`config.mk`:
```
export PLATFORM = sky130hd
export DESIGN_NAME = broadcast_framer
export DESIGN_NICKNAME = d
export VERILOG_FILES = /design/src/rtl/broadcast_framer.sv
export SDC_FILE = /design/constraint.sdc
export NUM_CORES = 1
export LEC_CHECK = 0
export BUFFER_PORTS_ARGS = -buffer_cell sky130_fd_sc_hd__buf_2
export CAP_MARGIN = 25
export CORE_MARGIN = 10
export CORE_UTILIZATION = 55
export DETAILED_ROUTE_END_ITERATION = 12
export PLACE_DENSITY = 0.82
export RECOVER_POWER = 25
export SLEW_MARGIN = 25
export SYNTH_ARGS = -nofsm -noshare
export SYNTH_HDL_FRONTEND = slang
export SYNTH_SLANG_ARGS = --single-unit
```
`constraint.sdc`:
```
create_clock -name clk -period 2.7 [get_ports clk]
set_input_delay 0 -clock clk [delete_from_list [all_inputs] [get_ports clk]]
set_output_delay 0 -clock clk [all_outputs]
set_load 0.05 [all_outputs]
```
`src/rtl/broadcast_framer.sv`:
```
// Serial frame receiver feeding a port/line broadcaster: start, port, line, length, payload.
// Define BCAST_PARITY_EN to add a trailing even-parity bit and the frameErr pulse.
module broadcast_framer (
  input  logic       clk,
  input  logic       rst,
  input  logic       serRx,
  output logic       serIn,
  output logic [3:0] PB,
  output logic [0:1] LB0,
  output logic [0:1] LB1,
  output logic [0:1] LB2,
  output logic [0:1] LB3,
  output logic       busy,
  output logic       frameErr
);

`ifdef BCAST_PARITY_EN
  typedef enum logic [2:0] {IDLE, PORT, LINE, LEN, DATA, PAR} state_t;
`else
  typedef enum logic [2:0] {IDLE, PORT, LINE, LEN, DATA} state_t;
`endif

  state_t      state_q, state_d;
  logic [1:0]  bitCnt_q, bitCnt_d;
  logic [4:0]  cnt_q, cnt_d;
  logic [1:0]  port_q, port_d;
  logic [1:0]  line_q, line_d;
  logic [2:0]  len_q, len_d;
  logic        serIn_q, serIn_d;
  logic [3:0]  pb_q, pb_d;
  logic        busy_q, busy_d;
  logic [1:0]  lb_q [4];
  logic [1:0]  lb_d [4];
  logic [3:0]  lenVal;
`ifdef BCAST_PARITY_EN
  logic        parity_q, parity_d;
  logic        frameErr_q, frameErr_d;
`endif

  // The full length field is only complete on the edge sampling its last bit.
  assign lenVal = {len_q, serRx};

  always_comb begin
    state_d  = state_q;
    bitCnt_d = bitCnt_q;
    cnt_d    = cnt_q;
    port_d   = port_q;
    line_d   = line_q;
    len_d    = len_q;
    lb_d     = lb_q;
    serIn_d  = 1'b0;
    pb_d     = 4'b0000;
`ifdef BCAST_PARITY_EN
    parity_d   = parity_q;
    frameErr_d = 1'b0;
`endif
    case (state_q)
      IDLE: begin
        if (!serRx) begin
          state_d  = PORT;
          bitCnt_d = 2'd0;
`ifdef BCAST_PARITY_EN
          parity_d = 1'b0;
`endif
        end
      end
      PORT: begin
        port_d = {port_q[0], serRx};
        if (bitCnt_q == 2'd1) begin
          bitCnt_d = 2'd0;
          state_d  = LINE;
        end else begin
          bitCnt_d = bitCnt_q + 2'd1;
        end
      end
      LINE: begin
        line_d = {line_q[0], serRx};
        if (bitCnt_q == 2'd1) begin
          bitCnt_d = 2'd0;
          state_d  = LEN;
        end else begin
          bitCnt_d = bitCnt_q + 2'd1;
        end
      end
      LEN: begin
        len_d = {len_q[1:0], serRx};
        if (bitCnt_q == 2'd3) begin
          // A zero length field encodes the maximum payload of 16 bits.
          cnt_d        = (lenVal == 4'd0) ? 5'd16 : {1'b0, lenVal};
          lb_d[port_q] = line_q;
          bitCnt_d     = 2'd0;
          state_d      = DATA;
        end else begin
          bitCnt_d = bitCnt_q + 2'd1;
        end
      end
      DATA: begin
        serIn_d = serRx;
        pb_d    = 4'b0001 << port_q;
        cnt_d   = cnt_q - 5'd1;
`ifdef BCAST_PARITY_EN
        parity_d = parity_q ^ serRx;
        if (cnt_q == 5'd1) state_d = PAR;
`else
        if (cnt_q == 5'd1) state_d = IDLE;
`endif
      end
`ifdef BCAST_PARITY_EN
      PAR: begin
        frameErr_d = parity_q ^ serRx;
        state_d    = IDLE;
      end
`endif
      default: state_d = IDLE;
    endcase
    busy_d = (state_d != IDLE);
  end

  always_ff @(posedge clk or posedge rst) begin
    if (rst) begin
      state_q  <= IDLE;
      bitCnt_q <= 2'd0;
      cnt_q    <= 5'd0;
      port_q   <= 2'd0;
      line_q   <= 2'd0;
      len_q    <= 3'd0;
      serIn_q  <= 1'b0;
      pb_q     <= 4'b0000;
      busy_q   <= 1'b0;
      lb_q     <= '{default: 2'b00};
`ifdef BCAST_PARITY_EN
      parity_q   <= 1'b0;
      frameErr_q <= 1'b0;
`endif
    end else begin
      state_q  <= state_d;
      bitCnt_q <= bitCnt_d;
      cnt_q    <= cnt_d;
      port_q   <= port_d;
      line_q   <= line_d;
      len_q    <= len_d;
      serIn_q  <= serIn_d;
      pb_q     <= pb_d;
      busy_q   <= busy_d;
      lb_q     <= lb_d;
`ifdef BCAST_PARITY_EN
      parity_q   <= parity_d;
      frameErr_q <= frameErr_d;
`endif
    end
  end

  // lb_q holds {first, second} line bit, so the first bit lands in LBx[0].
  assign LB0   = lb_q[0];
  assign LB1   = lb_q[1];
  assign LB2   = lb_q[2];
  assign LB3   = lb_q[3];
  assign serIn = serIn_q;
  assign PB    = pb_q;
  assign busy  = busy_q;
`ifdef BCAST_PARITY_EN
  assign frameErr = frameErr_q;
`else
  assign frameErr = 1'b0;
`endif

endmodule

```
==> results.md <==
| Quantity | This run | Unit |
|---|---|---|
| Setup repair after global routing missed its margin | false | - |
| Top library cells by usage in the layout, fill and taps aside | 31 x dfrtp_1, 16 x buf_2, 15 x mux2_2, 10 x nor2_1, 9 x inv_1 | - |
| Hold Crit Class | input pin to async pin | - |
| Count of TritonRoute iterations in the first routing pass | 4 | - |
| Wire length of the first global-routing pass | 4.802 | mm |
| # H-tree levels | 2 | - |
| Synth unique cells | 35 | - |
| Crit-path max FO | 14 | - |
| Dominant cells by area after synthesis | dfrtp_1 53%, mux2_2 11%, ha_1 4.2%, mux2i_1 3.4%, nor2_1 2.5% | - |
| Tightest slew margin relative to the limit | 24.13 | % |
| Routability Congestion | 0.7686 | - |
| Hold violation total from the final report | 0 | - |
| Sequential area share after synthesis | 52.59 | % |
| Required time reported for the critical path endpoint | 2.93 | ns |
| Pin count of the biggest net entering global routing | 32 | - |
| Global-route congestion overflow total | 0 | - |
| Critical Path Start Type | register | - |
| Estimated wirelength of the detail-placed design | 1.980 | mm |
| Max Root-Sink Buffers | 2 | - |
| Number of synthesized register bits | 31 | - |
| Critical path data arrival time | 1.90 | ns |
| Max frequency | 597.7 | MHz |
| Crit end category | register | - |
| Clock tree from TritonCTS | built | - |
| Die Area | 0.005154 | sq mm |
| Clock edge transition at the registers on the reported setup and hold paths | 0.10 | ns |
| Detailed router's first-iteration violation count | 77 | - |
| Row count | 18 | - |
| Count of nets left with antenna violations after detail routing | 0 | - |
| Final period demand of the worst path | 1.673 | ns |
| Synthesized netlist net count | 133 | - |
| Outcome | completed | - |
| Mapped cell area | 0.001475 | sq mm |
| Routed len/inst | 15.88 | microns |
| DIE HEIGHT | 71.79 | microns |
| Type of the setup path with the least slack | register to register | - |
| Syn avg cell area | 11.80 | sq um |
| Clk Latency, worst-skew pair | 0.33 | ns |
| Buffer type at the clock tree root | clkbuf_4 | - |
| Max VDD drop | 0.0008843 | V |
| Starting utilization of the core area | 58.48 | % |
| Total Nets Final | 153 | - |
| Antenna cells | 0 | - |
| Average vias per placed instance | 5.659 | - |
| CTS Buf Count | 5 | - |
| Power density over cell area | 1192 | mW/mm^2 |
| Post-synthesis cell count | 125 | - |
| Fraction of final layout cells with drive strength greater than 1 | 31.51 | % |
| Horiz. Die Dim | 71.79 | microns |
| Post-cts resize count | 0 | - |
| Worst setup skew after layout | 0.007893 | ns |
| Count of final setup violators | 0 | - |
| Routed via count | 996 | - |
| Final setup TNS | 0 | ns |
| Wire length after detailed routing | 2.795 | mm |
| CTS sink count | 31 | - |
| Synthesis-to-finish area growth | 9.754 | % |
| Leak pwr | 0.0007993 | uW |
| Area leader, netlist | dfrtp_1 | - |
| Number of maximum-capacitance constraint violations | 0 | - |
| Setup repair bufs after CTS | 0 | - |
| Via count of the first global-routing pass | 1004 | - |
| Total I/O pin count | 18 | - |
| Hold_buf cts | 2 | - |
| Most common library cell in the layout ignoring fill and taps | dfrtp_1 | - |
| Detailed-route DRC error count | 0 | - |
| Area fraction of the dominant cell type after synthesis | 52.59 | % |
| Buffers added on ports | 16 | - |
| Overall power after layout | 1929 | uW |
| Worst-Margin Slew | 1.137 | ns |
| Fraction of the cycle the final worst path needs | 61.97 | % |
| Total global-route track usage | 11.74 | % |
| Yosys synthesis warning count | 0 | - |
| Worst Hold Slack | 0.5065 | ns |
| Initial antenna violation count | 0 | - |
| Total core area | 0.002522 | sq mm |
| Final Slew Violations | 0 | - |
## area by class of cell
cell class	count	area (sq um)
timing repair buffer	19	107.6
multi-input combinational	79	611.8
fill	206	903.4
sequential	31	775.7
clock buffer	5	37.54
tap	30	37.54
inverter	9	33.78
clock inverter	3	15.01
## power by group
group / switching, uW / internal, uW / leakage, uW
logic: 480 / 328 / 0.000376
clock network: 156 / 96.6 / 0.0000347
registers: 219 / 650 / 0.000388
total: 855 / 1070 / 0.000799
## flip-flops by register name (all words and copies together) (netlist names)
| register | flops |
|---|---|
| cnt_q | 5 |
| PB | 4 |
| len_q | 3 |
| state_q | 3 |
| LB0 | 2 |
| LB1 | 2 |
| LB2 | 2 |
| LB3 | 2 |
| bitCnt_q | 2 |
| line_q | 2 |
| port_q | 2 |
| busy | 1 |
| serIn | 1 |
## Yosys cell counts
| library cell | count |
|---|---|
| o221a_1 | 1 |
| mux2_2 | 15 |
| o211ai_1 | 1 |
| buf_2 | 1 |
| o32ai_1 | 1 |
| nand2_1 | 7 |
| nor2_1 | 10 |
| mux2i_1 | 5 |
| a221o_1 | 1 |
| buf_4 | 2 |
| buf_6 | 3 |
| o221a_2 | 2 |
| dfrtp_1 | 31 |
| a31o_2 | 1 |
| or3b_2 | 1 |
| nor2b_1 | 2 |
| ha_1 | 5 |
| nand4b_1 | 1 |
| nand3b_1 | 1 |
| a21o_1 | 1 |
| nor3b_1 | 2 |
| conb_1 | 1 |
| nor4_1 | 1 |
| nand3_1 | 3 |
| or3_1 | 1 |
| nor3b_2 | 2 |
| a21oi_1 | 3 |
| nor3_1 | 4 |
| o22ai_1 | 1 |
| xnor2_1 | 1 |
| nand4_1 | 1 |
| inv_1 | 9 |
| o21ai_0 | 2 |
| or3b_1 | 1 |
| nand2b_1 | 1 |
## worst paths after layout
path,slack [ns],end,start,depth (start not counted)
max,1.03,LB0[0]$_DFFE_PP0P_,state_q[0]$_DFF_PP0_,4
min,0.51,LB0[1]$_DFFE_PP0P_,rst,3
max reg2reg,1.03,LB0[0]$_DFFE_PP0P_,state_q[0]$_DFF_PP0_,4
min reg2reg,0.51,LB2[1]$_DFFE_PP0P_,LB2[1]$_DFFE_PP0P_,1
max in group asynchronous,1.51,state_q[1]$_DFF_PP0_,rst,3
min in group clk,0.51,LB2[1]$_DFFE_PP0P_,LB2[1]$_DFFE_PP0P_,1
## layer usage
| layer | track usage, % | vias up | routed length [microns] |
|---|---|---|---|
| li1 | - | 474 | - |
| met1 | 12.72 | 491 | 1163 |
| met2 | 19.41 | 27 | 1462 |
| met3 | 5.096 | 4 | 146 |
| met4 | 5.161 | 0 | 22 |
| met5 | 0 | - | 0 |
## worst max-delay path, stage by stage (launching register included)
cell,delay [ns]
dfrtp_1,0.60
nand4b_1,0.15
buf_4,0.21
nor3_1,0.24
mux2_2,0.37
## logic make-up after synthesis
family	Yosys count	synth area share, %
and+or+nand+nor	38	14.25
DFF	31	52.59
muxes	20	14.84
buffers and inverters	15	5.936
AOI/OAI and AO/OA	14	7.295
adders and majority gates	5	4.241
other	1	0.2542
xor gates and xnor gates	1	0.5938
## per-stage QoR
step | cells | area (sq um) | utilization, % | setup slack [ns]
finish | 176 | 1619 | 64.19 | 1.027
global route | 176 | 1619 | 64.19 | 0.9011
CTS | 176 | 1619 | 64.19 | 1.023
detailed placement | 166 | 1546 | 61.31 | 1.026
global placement | 166 | 1546 | 61.31 | 1.094
floorplan | 125 | 1475 | - | 1.179
Power figures use the tool's default switching activity.
